[src/rtl/eth_axi_fifo_bridge.sv]
// AXI4 slave exposing one packet FIFO: write bursts push beats, read bursts pop them.
// Addresses are ignored; read underflow returns SLVERR beats instead of stalling.
module eth_axi_fifo_bridge #(
    parameter int DATA_W = 32,
    parameter int ID_W   = 8,
    parameter int DEPTH  = 16,
    parameter int CNT_W  = $clog2(DEPTH + 1)
) (
    input  logic              clk,
    input  logic              rst,
    input  logic [ID_W-1:0]   awid,
    input  logic [7:0]        awlen,
    input  logic              awvalid,
    output logic              awready,
    input  logic [DATA_W-1:0] wdata,
    input  logic              wlast,
    input  logic              wvalid,
    output logic              wready,
    output logic [ID_W-1:0]   bid,
    output logic [1:0]        bresp,
    output logic              bvalid,
    input  logic              bready,
    input  logic [ID_W-1:0]   arid,
    input  logic [7:0]        arlen,
    input  logic              arvalid,
    output logic              arready,
    output logic [ID_W-1:0]   rid,
    output logic [DATA_W-1:0] rdata,
    output logic [1:0]        rresp,
    output logic              rlast,
    output logic              rvalid,
    input  logic              rready,
    output logic [CNT_W-1:0]  fifo_count,
    output logic              fifo_full,
    output logic              fifo_empty
);

    localparam int PTR_W = $clog2(DEPTH);

    typedef enum logic [1:0] {W_IDLE, W_DATA, W_RESP} wstate_t;
    typedef enum logic [1:0] {R_IDLE, R_FETCH, R_SEND} rstate_t;

    logic [DATA_W-1:0] r_mem [DEPTH];
    logic [PTR_W-1:0]  r_wr_ptr;
    logic [PTR_W-1:0]  r_rd_ptr;
    logic [CNT_W-1:0]  r_count;

    wstate_t           r_wstate;
    logic              r_awready;
    logic [ID_W-1:0]   r_bid;
    logic [7:0]        r_awlen;
    logic [7:0]        r_wbeat;
    logic              r_werr;
    logic              r_bvalid;
    logic [1:0]        r_bresp;

    rstate_t           r_rstate;
    logic              r_arready;
    logic [ID_W-1:0]   r_rid;
    logic [7:0]        r_arlen;
    logic [7:0]        r_rbeat;
    logic              r_rvalid;
    logic              r_rlast;
    logic [1:0]        r_rresp;
    logic [DATA_W-1:0] r_rdata;

    logic w_full;
    logic w_empty;
    logic w_push;
    logic w_pop;
    logic w_final_beat;
    logic w_beat_err;

    // Flags come only from the registered count, so wready has no input-to-output path.
    assign w_full       = (r_count == CNT_W'(DEPTH));
    assign w_empty      = (r_count == '0);
    assign w_push       = (r_wstate == W_DATA) && wvalid && !w_full;
    assign w_pop        = (r_rstate == R_FETCH) && !w_empty;
    assign w_final_beat = (r_wbeat == r_awlen);
    assign w_beat_err   = (wlast != w_final_beat);

    assign awready    = r_awready;
    assign wready     = (r_wstate == W_DATA) && !w_full;
    assign bid        = r_bid;
    assign bresp      = r_bresp;
    assign bvalid     = r_bvalid;
    assign arready    = r_arready;
    assign rid        = r_rid;
    assign rdata      = r_rdata;
    assign rresp      = r_rresp;
    assign rlast      = r_rlast;
    assign rvalid     = r_rvalid;
    assign fifo_count = r_count;
    assign fifo_full  = w_full;
    assign fifo_empty = w_empty;

    always_ff @(posedge clk) begin
        if (w_push) begin
            r_mem[r_wr_ptr] <= wdata;
        end
    end

    always_ff @(posedge clk) begin
        if (rst) begin
            r_wr_ptr <= '0;
            r_rd_ptr <= '0;
            r_count  <= '0;
        end else begin
            if (w_push) begin
                r_wr_ptr <= r_wr_ptr + PTR_W'(1);
            end
            if (w_pop) begin
                r_rd_ptr <= r_rd_ptr + PTR_W'(1);
            end
            case ({w_push, w_pop})
                2'b10:   r_count <= r_count + CNT_W'(1);
                2'b01:   r_count <= r_count - CNT_W'(1);
                default: r_count <= r_count;
            endcase
        end
    end

    // Burst length is fixed by awlen; wlast only feeds the error flag.
    always_ff @(posedge clk) begin
        if (rst) begin
            r_wstate  <= W_IDLE;
            r_awready <= 1'b1;
            r_bid     <= '0;
            r_awlen   <= '0;
            r_wbeat   <= '0;
            r_werr    <= 1'b0;
            r_bvalid  <= 1'b0;
            r_bresp   <= 2'b00;
        end else begin
            case (r_wstate)
                W_IDLE: begin
                    if (awvalid && r_awready) begin
                        r_bid     <= awid;
                        r_awlen   <= awlen;
                        r_wbeat   <= '0;
                        r_werr    <= 1'b0;
                        r_awready <= 1'b0;
                        r_wstate  <= W_DATA;
                    end
                end
                W_DATA: begin
                    if (w_push) begin
                        r_wbeat <= r_wbeat + 8'd1;
                        if (w_beat_err) begin
                            r_werr <= 1'b1;
                        end
                        if (w_final_beat) begin
                            r_bvalid <= 1'b1;
                            r_bresp  <= (r_werr || w_beat_err) ? 2'b10 : 2'b00;
                            r_wstate <= W_RESP;
                        end
                    end
                end
                W_RESP: begin
                    if (bready) begin
                        r_bvalid  <= 1'b0;
                        r_bresp   <= 2'b00;
                        r_awready <= 1'b1;
                        r_wstate  <= W_IDLE;
                    end
                end
                default: r_wstate <= W_IDLE;
            endcase
        end
    end

    // An empty FIFO yields a zero SLVERR beat rather than a stall, so a reader can never deadlock.
    always_ff @(posedge clk) begin
        if (rst) begin
            r_rstate  <= R_IDLE;
            r_arready <= 1'b1;
            r_rid     <= '0;
            r_arlen   <= '0;
            r_rbeat   <= '0;
            r_rvalid  <= 1'b0;
            r_rlast   <= 1'b0;
            r_rresp   <= 2'b00;
            r_rdata   <= '0;
        end else begin
            case (r_rstate)
                R_IDLE: begin
                    if (arvalid && r_arready) begin
                        r_rid     <= arid;
                        r_arlen   <= arlen;
                        r_rbeat   <= '0;
                        r_arready <= 1'b0;
                        r_rstate  <= R_FETCH;
                    end
                end
                R_FETCH: begin
                    if (!w_empty) begin
                        r_rdata <= r_mem[r_rd_ptr];
                        r_rresp <= 2'b00;
                    end else begin
                        r_rdata <= '0;
                        r_rresp <= 2'b10;
                    end
                    r_rlast  <= (r_rbeat == r_arlen);
                    r_rvalid <= 1'b1;
                    r_rstate <= R_SEND;
                end
                R_SEND: begin
                    if (rready) begin
                        r_rvalid <= 1'b0;
                        if (r_rlast) begin
                            r_rlast   <= 1'b0;
                            r_arready <= 1'b1;
                            r_rstate  <= R_IDLE;
                        end else begin
                            r_rbeat  <= r_rbeat + 8'd1;
                            r_rstate <= R_FETCH;
                        end
                    end
                end
                default: r_rstate <= R_IDLE;
            endcase
        end
    end

endmodule

[config.mk]
export PLATFORM = sky130hd
export DESIGN_NAME = eth_axi_fifo_bridge
export DESIGN_NICKNAME = d
export VERILOG_FILES = /design/src/rtl/eth_axi_fifo_bridge.sv
export SDC_FILE = /design/constraint.sdc
export NUM_CORES = 1
export LEC_CHECK = 0
export ABC_AREA = 1
export CAP_MARGIN = 0
export CORE_ASPECT_RATIO = 1.4
export CORE_UTILIZATION = 50
export CTS_BUF_LIST = sky130_fd_sc_hd__clkbuf_16
export DETAILED_ROUTE_END_ITERATION = 10
export GPL_TIMING_DRIVEN = 0
export PLACE_DENSITY = 0.73
export SYNTH_ARGS = -nofsm -noshare
export SYNTH_HDL_FRONTEND = slang
export SYNTH_SLANG_ARGS = --single-unit
[constraint.sdc]
create_clock -name clk -period 3.6 [get_ports clk]
set_input_delay 0.54 -clock clk [delete_from_list [all_inputs] [get_ports clk]]
set_output_delay 0.54 -clock clk [all_outputs]
set_load 0.01 [all_outputs]
-- Word level (Yosys, flattened, before mapping)
Memory sizes are Yosys's and may differ from the RTL's. A register that Yosys moved wholly into a read port is not among the register bits.
Cells that the tools add are included.
- flip-flop bits (word level): 107
- RAM bits: 512
- bits of input ports: 72
- output and inout port bits: 65
- logic and storage cells: 119
- memories kept: 1
- $add $sub $neg: 6
- eq/ne operators: 19
- multiplexer cells: 44
- reduce and logical (&&, ||, !) cells: 29
- memories (memory ; words ; bits a word ; read ports ; clocked after Yosys merged registers in ; wr ports ; line ; RTL):
    r_mem ; 16 ; 32 ; 1 ; 1 ; 1 ; 43 ; logic [DATA_W-1:0] r_mem [DEPTH];
- operator list (operator ; number):
    $mux W8 ; 5
    $mux W32 ; 1
    $pmux W8 S2 ; 2
    $mux W2 ; 10
    $reduce_and A4 Y1 ; 5
    $ne A2 B2 Y1 const B ; 9
    $add A8 B1 Y8 const B ; 2
    $eq A8 B8 Y1 ; 2
    $mux W1 ; 14
    $pmux W1 S2 ; 6
    $pmux W2 S3 ; 2
    $reduce_bool A2 Y1 ; 6
    $pmux W5 S2 ; 1
    $add A4 B1 Y4 const B ; 2
    $mux W4 ; 2
    $reduce_and A2 Y1 ; 4
    $eq A2 B1 Y1 const B ; 3
    $eq A2 B2 Y1 const B ; 3
    $logic_and A1 B1 Y1 ; 6
    $reduce_and A3 Y1 ; 2
    $add A5 B1 Y5 const B ; 1
    $eq A5 B5 Y1 const B ; 1
    $logic_not A5 Y1 ; 1
    $sub A5 B1 Y5 const B ; 1
    5 further kinds ; 7

-- Depth between registers and ports, before layout
- depth after elaboration: 7
- gate-level depth with buffers: 17
- depth with buffers taken out: 14

-- Worst setup path before layout
OpenSTA, ideal clock, no wires.
- path kind: input to register
- from: in wvalid
- to: mem r_mem[11][0], enable pin
- arrival: 2410 ps
- slack: 769 ps
- cell stages on the path: 6
- cell sequence: inv_1 nor2_1 nand2_2 inv_2 nand2_1 nor2_1
- longest elaborated chain between the ends: 4
- ends and longest elaborated chain (what ; line ; RTL):
    start, declared ; 17 ; input logic wvalid,
    $logic_and A1 B1 Y1 (2 in series) ; 77 ; assign w_push = (r_wstate == W_DATA) && wvalid && !w_full;
    $mux W1 ; 98 ; if (w_push) begin
    $mux W1 (implied by the code) ; 99 ; r_mem[r_wr_ptr] <= wdata;
    end, declared ; 43 ;
No other way between the ends.

-- Worst setup path in the final report
- from: reg r_rstate[0]
- to: reg r_count[4], in the netlist fifo_count[4]
- longest elaborated chain between the ends: 4
- elaborated cells on any way between the ends: 6
- classes of those cells: eq/ne: 3; mux: 1; reduce/logical: 2
- ends and longest elaborated chain (what ; line ; RTL):
    start, declared ; 57 ; rstate_t r_rstate;
    start signal, assigned ; 175 ; r_rstate <= R_IDLE;
    start signal, assigned ; 192 ; r_rstate <= R_FETCH;
    start signal, assigned ; 205 ; r_rstate <= R_SEND;
    $eq A2 B1 Y1 (*) ; 78 ; assign w_pop = (r_rstate == R_FETCH) && !w_empty;
    $logic_and A1 B1 Y1 (*) ; 78 ;
    via w_pop ; 70 ; logic w_pop;
    $eq A2 B1 Y1 or $eq A2 B2 Y1 (tied branches) ; 115 ; case ({w_push, w_pop})
    $pmux W5 S2 or $reduce_bool A2 Y1 (tied branches) ; n/a ;
    end signal, assigned ; 116 ; 2'b10: r_count <= r_count + CNT_W'(1);
    end signal, assigned ; 117 ; 2'b01: r_count <= r_count - CNT_W'(1);
    end signal, assigned ; 118 ; default: r_count <= r_count;
    end, declared ; 46 ; logic [CNT_W-1:0] r_count;
Mark *: on every way through the listed nets, which the timed path passes. The rest lies on a longest branch.
A chain may end at the register's enable or synchronous reset.

==> results.tsv <==
stage	metric	value	unit
cells_and_area	P&R area growth vs syn	17.6	%
setup_path	critical path arrival	3.58	ns
floorplan	Die X	190	µm
flow_run	max_cap viols	0	
floorplan	DIE AREA	50400	µm²
setup_path	reg2reg end	fifo_count[4]$_SDFFE_PP0P_	
global_routing	global route overflow	0	
logic_synthesis	Syn Inst Count	2139	
setup_path	most frequent CP cell	nand2_1	
power_and_ir_drop	pwr/cell area	600	nW/µm²
logic_synthesis	Unique masters post-synth	38	
routing	Starting DRT DRC Count	1979	
cells_and_area	Layout Nets	2428	
setup_path	Worst R2R Setup Slack	0.52	ns
sta	Fin. Hold Viols	0	
routing	drt total wl	69.0	mm
power_and_ir_drop	Leak	9.82	nW
logic_synthesis	register area share after synthesis	70.9	%
sta	unrepaired setup endpoints after global routing	no	
placed_design	Final GP Congestion	0.884	
clock_tree	Setup Fix Bufs, Post-CTS	0	
setup_path	Crit-path slowest cell	dfxtp_1	
cells_and_area	Finished Layout Cells	3031	
clock_tree	CTS tree	yes	
placed_design	Placed Area	27400	µm²
routing	drt wl/cell	22.8	µm
clock_tree	CTS resizes	0	
routing	routed vias/inst	5.88	
clock_tree	clk sink count	621	
sta	final setup vio count	0	
placed_design	post-detail-place hpwl	46.5	mm
placed_design	Inst Count DP	2926	
sta	clk_skew	0.0156	ns
routing	1st-pass router iterations	6	
cells_and_area	Final Cell Area	29100	µm²
clock_tree	Clk Latency, worst-skew pair	0.61	ns
cells_and_area	layout cells sized above 1	7.77	%
sta	Slew headroom	21.9	%
sta	Fmax	0.325	GHz
sta	setup TNS	0	ns
global_routing	initial antenna violation count	1	
cells_and_area	antenna cells	0	
cells_and_area	Fillers	3807	
setup_path	worst path cell trace	inv_1 > nor2_2 > nand2_1 > inv_2 > buf_2 > buf_2 > ha_1 > clkbuf_1 > xor2_1 > ha_1 > inv_1 > nand2_1 > nand2_1 > nand3_1 > nand2_1 > nor2_1 > nor2_1	
sta	post-route setup slack	0.520	ns
global_routing	vias in the first global route	17400	
hold_path	worst hold path class	register to register	
clock_tree	CTS Hold Buffers Added	0	
floorplan	initial core utilization	50.5	%
setup_path	Setup crit start kind	register	
global_routing	first-pass GRT wire length	101	mm
routing	DR vias	17800	
routing	Routed Antenna Nets	0	
clock_tree	# H-tree levels	2	
clock_tree	root buf cell	clkbuf_16	
run_status	outcome	finished, final reports clean	
setup_path	CP Class	register to register	
sta	fin crit share	85.5	%
setup_path	Setup crit end kind	register	
clock_tree	clock slew at reported path FFs	0.07	ns
hold_path	hold endpoint	rdata[22]$_SDFFE_PP0P_	
setup_path	Worst Path Required	4.10	ns
setup_path	CP max stage delay	0.38	ns
setup_path	reg2reg start	r_rstate[0]$_SDFFE_PP0P_	
sta	worst slew pin tran	1.17	ns
floorplan	I/O Pins	137	
floorplan	Die Ht	265	µm
sta	fin. max-slew vios	0	
placed_design	post-placement worst setup slack	0.564	ns
clock_tree	Inserted Clock Buffers	56	
hold_path	HP Start	rdata[22]$_SDFFE_PP0P_	
logic_synthesis	synthesized area per cell	11.6	µm²
logic_synthesis	synthesized area	24800	µm²
logic_synthesis	Synth Register Bits	621	
sta	Tmin final	3.08	ns
placed_design	IO buf count	133	
global_routing	Total GRT Usage	27.1	%
routing	DRC errors left	0	
power_and_ir_drop	Max IR drop VDD	0.423	mV
hold_path	Worst Hold Path Cells	2	
setup_path	R2R depth	17	
floorplan	number of core rows	96	
setup_path	crit path max fanout	10	
floorplan	CORE AREA	49000	µm²
clock_tree	clock buffer depth	3	
global_routing	largest net degree at the start of global routing	24	
logic_synthesis	YS warnings	0	
## power by group
group | internal [W] | switching, W | total (W) | leakage (nW)
clock network | 0.00304 | 0.00267 | 0.00570 | 0.902
registers | 0.00796 | 0.000133 | 0.00809 | 5.49
logic | 0.00122 | 0.00244 | 0.00366 | 3.42
## flip-flops by register name, summed over array words and instances (netlist names), 2 cells and up, named ones only
register / cells
r_rbeat: 8
r_rd_ptr: 4
r_wstate: 2
rdata: 32
r_arlen: 8
r_wr_ptr: 4
rid: 8
r_rstate: 2
r_awlen: 8
r_wbeat: 8
r_mem: 512
fifo_count: 5
bid: 8
## worst max-delay path, delay by kind of cell (launching register included)
family        cells  cell delay [ns]
xor+xnor          1             0.23
fa+ha+maj         2             0.38
buf+inv           6             1.14
flops             1             0.38
simple gates      8             0.83
## metal layers
layer / global-route usage [%] / routed length (µm) / vias to the layer above
met3: 3.26 / 5620 / 213
met2: 47.7 / 35000 / 1043
met4: 15.4 / 3780 / 0
met1: 31.9 / 24500 / 8553
li1: - / - / 8009
met5: 0 / 0 / -
## worst max-delay path by stage
| stage | start | depth (start not counted) | to | slack, ns |
|---|---|---|---|---|
| finish | r_rstate[0]$_SDFFE_PP0P_ | 17 | fifo_count[4]$_SDFFE_PP0P_ | 0.52 |
| global route | r_rstate[0]$_SDFFE_PP0P_ | 17 | fifo_count[4]$_SDFFE_PP0P_ | 0.30 |
| CTS | r_rstate[0]$_SDFFE_PP0P_ | 17 | fifo_count[4]$_SDFFE_PP0P_ | 0.56 |
| detailed placement | wvalid | 8 | r_mem[15][15]$_DFFE_PP_ | 0.56 |
| global placement | wvalid | 7 | r_mem[3][21]$_DFFE_PP_ | -1.29 |
| floorplan | wvalid | 6 | r_mem[11][0]$_DFFE_PP_ | 0.77 |
## synth_stat cells
| cell type | n | area [µm²] |
|---|---|---|
| a21oi_1 | 58 | 290 |
| o211ai_2 | 1 | 12.5 |
| nor3_1 | 9 | 45.0 |
| or2_2 | 1 | 6.26 |
| edfxtp_1 | 512 | 15400 |
| dfxtp_1 | 109 | 2180 |
| buf_12 | 1 | 20.0 |
| clkbuf_2 | 1 | 5.00 |
| buf_6 | 13 | 146 |
| buf_1 | 12 | 45.0 |
| clkbuf_1 | 71 | 267 |
| a31oi_1 | 1 | 6.26 |
| buf_8 | 1 | 15.0 |
| xor2_1 | 12 | 105 |
| xnor2_1 | 3 | 26.3 |
| buf_2 | 20 | 100 |
| o21a_1 | 1 | 7.51 |
| nor3b_1 | 2 | 15.0 |
| o21ai_0 | 267 | 1340 |
| conb_1 | 1 | 3.75 |
| clkbuf_4 | 1 | 7.51 |
| nor2_1 | 479 | 1800 |
| nand2_2 | 2 | 12.5 |
| buf_4 | 11 | 82.6 |
| a21oi_2 | 12 | 105 |
| nor3_2 | 2 | 20.0 |
| o22ai_1 | 18 | 113 |
| a211oi_1 | 1 | 7.51 |
| o211ai_1 | 106 | 796 |
| nand2_1 | 199 | 747 |
| clkinv_1 | 1 | 3.75 |
| o21ai_1 | 44 | 220 |
| nand3_1 | 84 | 420 |
| inv_1 | 59 | 221 |
| ha_1 | 9 | 113 |
| nand4_1 | 8 | 50.1 |
| inv_2 | 5 | 18.8 |
| nor2_2 | 2 | 12.5 |
## layout by cell type (no fill, tap or decap), types with 9 or more instances in the layout
master,count
edfxtp_1,512
nor2_1,463
o21ai_0,267
nand2_1,199
clkdlybuf4s50_1,133
dfxtp_1,109
o211ai_1,106
nand3_1,84
inv_1,71
clkbuf_1,71
a21oi_1,58
clkbuf_16,57
o21ai_1,44
buf_2,20
o22ai_1,18
nor2_4,16
buf_6,13
clkinv_1,13
a21oi_2,12
buf_1,12
buf_12,12
xor2_1,12
buf_4,11
inv_2,9
nor3_1,9
ha_1,9
clkinv_2,9
## layout make-up
type,instances,area [µm²],area share [%]
Tap cell,637,797,2.74
Inverter,65,244,0.838
Multi-Input combinational cell,1323,6390,22.0
Sequential cell,621,17600,60.3
Clock buffer,57,1430,4.90
Clock inverter,48,312,1.07
Timing Repair Buffer,149,1690,5.80
Buffer,131,688,2.36
## metrics by stage
step / util, % / power (W) / hold WS [ns]
2_1_floorplan: - / 0.0103 / 0.435
3_5_place_dp: 55.8 / 0.0118 / 0.460
4_1_cts: 59.4 / 0.0174 / 0.464
6_report: 59.4 / 0.0175 / 0.467
3_3_place_gp: 54.9 / 0.0117 / 0.451
5_1_grt: 59.4 / 0.0180 / 0.485
## kinds of logic after synthesis
group	Yosys count	synth area share (%)
xor gates and xnor gates	15	0.531
other	1	0.0151
and+or+nand+nor	788	12.6
buffers and inverters	196	3.77
adders and majority gates	9	0.455
AOI/OAI and AO/OA	509	11.7
DFF	621	70.9
(Power assumes the default switching activity.)
